File: config.mk
export PLATFORM = sky130hd
export DESIGN_NAME = jtag_scan_master
export DESIGN_NICKNAME = d
export VERILOG_FILES = /design/src/rtl/jtag_scan_master.sv
export SDC_FILE = /design/constraint.sdc
export NUM_CORES = 1
export LEC_CHECK = 0
export CELL_PAD_IN_SITES_DETAIL_PLACEMENT = 2
export CELL_PAD_IN_SITES_GLOBAL_PLACEMENT = 2
export CORE_MARGIN = 1
export CORE_UTILIZATION = 31
export CTS_BUF_LIST = sky130_fd_sc_hd__clkbuf_8
export DETAILED_ROUTE_END_ITERATION = 8
export GPL_TIMING_DRIVEN = 0
export PLACE_DENSITY_LB_ADDON = 0.1
export SYNTH_ARGS = -nofsm -noshare
export SYNTH_HDL_FRONTEND = slang
export SYNTH_SLANG_ARGS = --single-unit
File: constraint.sdc
create_clock -name clk -period 5.25 [get_ports clk]
set_input_delay 0.7875 -clock clk [delete_from_list [all_inputs] [get_ports clk]]
set_output_delay 0.7875 -clock clk [all_outputs]
set_load 0.05 [all_outputs]
File: src/rtl/jtag_scan_master.sv
// jtag_scan_master: JTAG host that derives tclk/tms/tdi from clk and samples
// tdo. Runs one queued TAP operation at a time:
//   RESET    : 5x tms=1 then tms=0, leaves the TAP in Run-Test/Idle
//   IR_SCAN  : RTI -> Shift-IR, shift req_len bits, back to RTI
//   DR_SCAN  : RTI -> Shift-DR, shift req_len bits, back to RTI
//   RUN_IDLE : req_len TCKs with tms=0
// Ports:
//   clk, rst                 system clock, synchronous active-high reset
//   req_valid/ready/op/len/data  request handshake (data LSB shifted first)
//   resp_valid/err/data      one-cycle completion pulse, captured tdo
//   tap_synced               TAP known to be in Run-Test/Idle
//   tclk, tms, tdi, tdo      JTAG pins
//   trst                     active-low TAP reset (only with JTAG_SCAN_TRST_EN)
// Optional feature macro: JTAG_SCAN_TRST_EN adds trst and pulses it low for
// one full TCK period before the RESET TMS sequence.
module jtag_scan_master #(
    parameter int MAX_LEN  = 41,
    parameter int HALF_DIV = 9
) (
    input  logic                         clk,
    input  logic                         rst,
    input  logic                         req_valid,
    output logic                         req_ready,
    input  logic [1:0]                   req_op,
    input  logic [$clog2(MAX_LEN+1)-1:0] req_len,
    input  logic [MAX_LEN-1:0]           req_data,
    output logic                         resp_valid,
    output logic                         resp_err,
    output logic [MAX_LEN-1:0]           resp_data,
    output logic                         tap_synced,
    output logic                         tclk,
    output logic                         tms,
    output logic                         tdi,
    input  logic                         tdo
`ifdef JTAG_SCAN_TRST_EN
    ,
    output logic                         trst
`endif
);

    localparam int LW = $clog2(MAX_LEN + 1);          // request length width
    localparam int CW = $clog2(MAX_LEN + 7);          // TCK index width
    localparam int IW = (MAX_LEN > 1) ? $clog2(MAX_LEN) : 1;
    localparam int DW = $clog2(2 * HALF_DIV);         // divider width

    localparam logic [1:0] OP_RESET = 2'd0;
    localparam logic [1:0] OP_IR    = 2'd1;
    localparam logic [1:0] OP_DR    = 2'd2;
    localparam logic [1:0] OP_RUN   = 2'd3;

    typedef enum logic [2:0] {IDLE, LOAD, TCK_LO, TCK_HI, DONE} state_t;

    state_t               state, state_nx;
    logic [1:0]           op_q;
    logic [LW-1:0]        len_q;
    logic [MAX_LEN-1:0]   data_q;
    logic [CW-1:0]        ntck_q, tck_idx;
    logic [DW-1:0]        div_cnt;

    // Number of TCKs before the first shift edge: RTI->SelDR->Cap->Shift.
    function automatic logic [CW-1:0] pre_len(input logic [1:0] op);
        return (op == OP_IR) ? CW'(4) : CW'(3);
    endfunction

    function automatic logic in_shift(input logic [1:0] op, input logic [LW-1:0] n,
                                      input logic [CW-1:0] k);
        logic [CW-1:0] p;
        p = pre_len(op);
        return (op == OP_IR || op == OP_DR) && (k >= p) && (k < p + CW'(n));
    endfunction

    // tms for TCK k: select bits high, exit on the last shift, then Update, RTI.
    function automatic logic tms_at(input logic [1:0] op, input logic [LW-1:0] n,
                                    input logic [CW-1:0] k);
        logic [CW-1:0] p;
        logic [CW-1:0] last;
        logic          r;
        p    = pre_len(op);
        last = p + CW'(n) - CW'(1);
        case (op)
            OP_RESET: r = (k < CW'(5));
            OP_RUN:   r = 1'b0;
            default:  r = (k < p - CW'(2)) || (k == last) || (k == last + CW'(1));
        endcase
        return r;
    endfunction

    logic               accept, req_err, scan_req;
    logic [CW-1:0]      req_ntck;
    logic [1:0]         sel_op;
    logic [LW-1:0]      sel_len;
    logic [MAX_LEN-1:0] sel_data;
    logic [CW-1:0]      idx_nx, boff, soff;
    logic               tms_nx, tdi_nx;

    assign req_ready = (state == IDLE) && !rst;
    assign accept    = req_valid && req_ready;
    assign scan_req  = (req_op == OP_IR) || (req_op == OP_DR);

    always_comb begin
        req_err = (scan_req && (req_len == '0 || req_len > LW'(MAX_LEN)))
               || (req_op == OP_RUN && req_len > LW'(MAX_LEN))
               || (req_op != OP_RESET && !tap_synced);
        case (req_op)
            OP_RESET: req_ntck = CW'(6);
            OP_IR:    req_ntck = CW'(req_len) + CW'(6);
            OP_DR:    req_ntck = CW'(req_len) + CW'(5);
            default:  req_ntck = CW'(req_len);
        endcase
    end

    // The first TCK is set up in the acceptance cycle, before op_q is loaded.
    always_comb begin
        sel_op   = (state == IDLE) ? req_op   : op_q;
        sel_len  = (state == IDLE) ? req_len  : len_q;
        sel_data = (state == IDLE) ? req_data : data_q;
        idx_nx   = (state == TCK_HI) ? tck_idx + CW'(1) : '0;
        boff     = idx_nx - pre_len(sel_op);
        tms_nx   = tms_at(sel_op, sel_len, idx_nx);
        tdi_nx   = in_shift(sel_op, sel_len, idx_nx) ? sel_data[IW'(boff)] : 1'b0;
        soff     = tck_idx - pre_len(op_q);
    end

    always_comb begin
        state_nx = state;
        case (state)
            IDLE: begin
                if (accept) begin
                    if (req_err || req_ntck == '0) state_nx = DONE;
`ifdef JTAG_SCAN_TRST_EN
                    else if (req_op == OP_RESET)   state_nx = LOAD;
`endif
                    else                           state_nx = TCK_LO;
                end
            end
            LOAD:   if (div_cnt == DW'(2 * HALF_DIV - 1)) state_nx = TCK_LO;
            TCK_LO: if (div_cnt == DW'(HALF_DIV - 1)) state_nx = TCK_HI;
            TCK_HI: begin
                if (div_cnt == DW'(HALF_DIV - 1))
                    state_nx = (tck_idx == ntck_q - CW'(1)) ? DONE : TCK_LO;
            end
            DONE:    state_nx = IDLE;
            default: state_nx = IDLE;
        endcase
    end

    always_ff @(posedge clk) begin
        if (rst) begin
            state      <= IDLE;
            op_q       <= '0;
            len_q      <= '0;
            data_q     <= '0;
            ntck_q     <= '0;
            tck_idx    <= '0;
            div_cnt    <= '0;
            resp_valid <= 1'b0;
            resp_err   <= 1'b0;
            resp_data  <= '0;
            tap_synced <= 1'b0;
            tclk       <= 1'b0;
            tms        <= 1'b1;
            tdi        <= 1'b0;
`ifdef JTAG_SCAN_TRST_EN
            trst       <= 1'b1;
`endif
        end else begin
            state      <= state_nx;
            div_cnt    <= (state_nx != state || state == IDLE) ? '0 : div_cnt + DW'(1);
            tclk       <= (state_nx == TCK_HI);
            resp_valid <= (state_nx == DONE);
`ifdef JTAG_SCAN_TRST_EN
            trst       <= (state_nx != LOAD);
`endif
            if (accept) begin
                op_q      <= req_op;
                len_q     <= req_len;
                data_q    <= req_data;
                ntck_q    <= req_ntck;
                tck_idx   <= '0;
                resp_err  <= req_err;
                resp_data <= '0;
                if (req_op == OP_RESET) tap_synced <= 1'b0;
            end
            if (state == TCK_HI && state_nx == TCK_LO) tck_idx <= tck_idx + CW'(1);
            // tms/tdi change only when a new low half-period begins.
            if (state_nx == TCK_LO && state != TCK_LO) begin
                tms <= tms_nx;
                tdi <= tdi_nx;
            end else if (state_nx == LOAD) begin
                tms <= 1'b1;
                tdi <= 1'b0;
            end
            // tdo is stable here; the TAP only moves it on the falling edge.
            if (state == TCK_HI && div_cnt == '0 && in_shift(op_q, len_q, tck_idx))
                resp_data[IW'(soff)] <= tdo;
            if (state == TCK_HI && state_nx == DONE && op_q == OP_RESET)
                tap_synced <= 1'b1;
        end
    end

endmodule

==> flow_metrics.env <==
export IMPL_outcome="completed"
export IMPL_start_util_pct=31.5
export IMPL_grt_use_met1_pct=30.2
export IMPL_htree_levels=4
export IMPL_synth_seq_cells=116
export IMPL_num_vias=7193
export IMPL_design_area_um2=9260
export IMPL_cts_clk_slew_worst_paths_ns=0.09
export IMPL_antenna_found_initial=1
export IMPL_area_delta_synth_final_pct=25.0
export IMPL_synth_mux_area_fraction_pct=9.58
export IMPL_arrival_ns=5.38
export IMPL_grt_max_degree=17
export IMPL_gp_congestion=0.754
export IMPL_reg2reg_from="state[2]$_SDFF_PP0_"
export IMPL_synthXorXnorAreaFrac_pct=5.63
export IMPL_grt_busiest_layer="met2"
export IMPL_place_ws_ns=-0.880
export IMPL_synth_common_cells="nand2_1, dfxtp_1, o21ai_0"
export IMPL_tritoncts="built"
export IMPL_min_period_ns=5.00
export IMPL_numPortBuffers=99
export IMPL_global_route_usage_met3_pct=4.38
export IMPL_critPathLaunch="state[2]$_SDFF_PP0_"
export IMPL_critPathKind="flip-flop to flip-flop"
export IMPL_p_sw_uw=866
export IMPL_insertion_delay_ns=0.45
export IMPL_combPwrFrac_pct=26.9
export IMPL_grt_pass1_wl_um=42100
export IMPL_die_w_um=157
export IMPL_total_leakage_power_nw=3.57
export IMPL_synthAdderAreaFrac_pct=8.99
export IMPL_postCtsHoldBufs=0
export IMPL_cp_end_kind="flip-flop"
export IMPL_synth_top_area_cell="dfxtp_1"
export IMPL_drtPass1Iterations=4
export IMPL_p_clk_share_pct=35.4
export IMPL_ys_types=69
export IMPL_drc_errors=0
export IMPL_clock_sinks=116
export IMPL_use_met2_pct=36.4
export IMPL_finalNonFillerCells=1334
export IMPL_seq_power_share_pct=37.7
export IMPL_cts_path_max_buffers=2
export IMPL_yosys_warnings=0
export IMPL_total_power_mw=2.51
export IMPL_synth_edf_count=0
export IMPL_rows=56
export IMPL_core_area_um2=23500
export IMPL_rsz0062_at_grt="no"
export IMPL_placed_cell_area_um2=8790
export IMPL_die_area_um2=24500
export IMPL_synth_compound_area_share_pct=19.4
export IMPL_worstMarginPinSlew_ns=0.733
export IMPL_synth_top_family_by_area="simple AND/OR/NAND/NOR gates"
export IMPL_cp_data_required_time_ns=5.63
export IMPL_slew_headroom_pct=50.9
export IMPL_hold_path_class="flip-flop to flip-flop"
export IMPL_yosys_cell_count_top_type="nand2_1"
export IMPL_drv_slew=0
export IMPL_num_io_pins=101
export IMPL_initialDrtViolationCount=219
export IMPL_switching_share_pct=34.5
export IMPL_synth_area_per_cell_um2=8.40
export IMPL_syn_num_nets=985
export IMPL_min_delay_start="data_q[14]$_SDFFE_PP0P_"
export IMPL_power_density_nw_per_um2=271
export IMPL_max_freq_ghz=0.200
export IMPL_cts_made_buffers=17
export IMPL_cp_start_kind="flip-flop"
export IMPL_wl_per_cell_um=19.7
export IMPL_synth_simple_gate_area_share_pct=19.9
export IMPL_crit_path_max_fanout=10
export IMPL_yosysTopAreaCellShare_pct=31.4
export IMPL_final_setup_worst_slack_ns=0.254
export IMPL_min_period_over_period_pct=95.2
export IMPL_maxCapViolCount=0
export IMPL_finalHoldViolCount=0
export IMPL_syn_area_um2=7400
export IMPL_nets=1104
export IMPL_ys_flop_type="dfxtp_1"
export IMPL_viasPerCell=5.39
export IMPL_dp_cells=1300
export IMPL_setup_violations=0
export IMPL_postRouteAntennaNets=0
export IMPL_fin_worst_skew_ns=0.0181
export IMPL_netlist_top_cells_area="dfxtp_1, ha_1, nand2_1"
export IMPL_layout_drive_gt1_share_pct=8.19
export IMPL_grt_pass1_vias=7612
export IMPL_dp_hpwl_um=19900
export IMPL_yosysSeqAreaShare_pct=31.4
export IMPL_synthCells=882
export IMPL_grt_overflow=0
export IMPL_wirelength_um=26300
export IMPL_grt_usage_pct=22.5
export IMPL_peakVddDrop_v=0.000115
export IMPL_cts_root_buffer="clkbuf_8"
export IMPL_ys_async_sr_fraction_pct=0
export IMPL_p_int_mw=1.64
export IMPL_die_y_um=157
flip-flops by register name, indices dropped and copies added (netlist names):
signal / count
len_q: 6
resp_data: 41
state: 3
tclk: 1
data_q: 41
div_cnt: 5
tms: 1
resp_err: 1
op_q: 2
ntck_q: 6
tck_idx: 6
tdi: 1
tap_synced: 1
resp_valid: 1
cell families (layout without fill, tap and decap cells):
| logic type | after synthesis | after routing |
|---|---|---|
| simple gates | 315 | 315 |
| buf+inv | 100 | 232 |
| flops | 116 | 116 |
| xor+xnor | 42 | 42 |
| fa+ha+maj | 51 | 51 |
| mux | 45 | 45 |
| compound gates | 213 | 213 |
| other cells | 0 | 1 |
through the flow:
stage          hold WS (ns)  TNS, ns  util, %
2_1_floorplan         0.433        0        -
3_3_place_gp          0.442    -1.39     37.5
3_5_place_dp          0.452    -1.54     37.5
4_1_cts               0.464        0     39.4
5_1_grt               0.486        0     39.4
6_report              0.461        0     39.4
layout by cell type (no fill, tap or decap), types with 19 or more instances in the layout:
| master | instances |
|---|---|
| a21oi_1 | 25 |
| clkbuf_1 | 47 |
| clkdlybuf4s50_1 | 99 |
| dfxtp_1 | 116 |
| ha_1 | 44 |
| inv_1 | 41 |
| mux2i_1 | 19 |
| mux4_2 | 20 |
| nand2_1 | 148 |
| nand3_1 | 38 |
| nor2_1 | 46 |
| o21ai_0 | 73 |
| o311ai_0 | 24 |
| o41ai_1 | 26 |
| xor2_1 | 20 |
power by group through the flow:
stage,combinational [mW],sequential (mW),clock [mW]
2_1_floorplan,0.444,0.967,0
3_3_place_gp,0.649,0.966,0
3_5_place_dp,0.666,0.967,0
4_1_cts,0.682,0.947,0.916
5_1_grt,0.749,0.952,0.949
6_report,0.676,0.946,0.887
repair_timing:
item,4_1_cts,5_1_grt
gates cloned,0,0
endpoints found under the setup margin,2,2
pin swaps,1,1
buffers inserted,1,0
resized for setup,10,5
critical path: stages, from the launching register on:
cell and delay (ns):
dfxtp_1 0.30, buf_2 0.17, nor3_4 0.34, buf_12 0.20, buf_6 0.18, mux2i_4 0.31
ha_4 0.23, inv_1 0.10, ha_1 0.22, fa_1 0.50, inv_2 0.15, ha_2 0.25
inv_1 0.05, a211o_1 0.25, mux2_2 0.29, xnor2_2 0.21, o21ai_1 0.13, or4b_1 0.54
a311o_1 0.37, o21ai_1 0.12
final timing paths:
path | depth (start not counted) | slack [ns] | endpoint
worst min register to register | 2 | 0.46 | data_q[14]$_SDFFE_PP0P_
worst min-delay path | 2 | 0.46 | data_q[14]$_SDFFE_PP0P_
worst max register to register | 19 | 0.25 | tms$_SDFFE_PP1P_
worst max-delay path | 19 | 0.25 | tms$_SDFFE_PP1P_
layer usage:
| layer | vias up | part of all wire (%) |
|---|---|---|
| met4 | 0 | 1.5 |
| met5 | - | 0 |
| met3 | 26 | 3.4 |
| met2 | 100 | 47 |
| li1 | 3430 | - |
| met1 | 3637 | 48 |
cell type report:
type,count,area [um2]
Timing Repair Buffer,100,998
Multi-Input combinational cell,666,4730
Tap cell,319,399
Antenna cell,1,2.50
Sequential cell,116,2320
Inverter,43,161
Clock buffer,17,234
Buffer,57,243
Clock inverter,15,169
Fill cell,2679,14200
(Power assumes the default switching activity.)
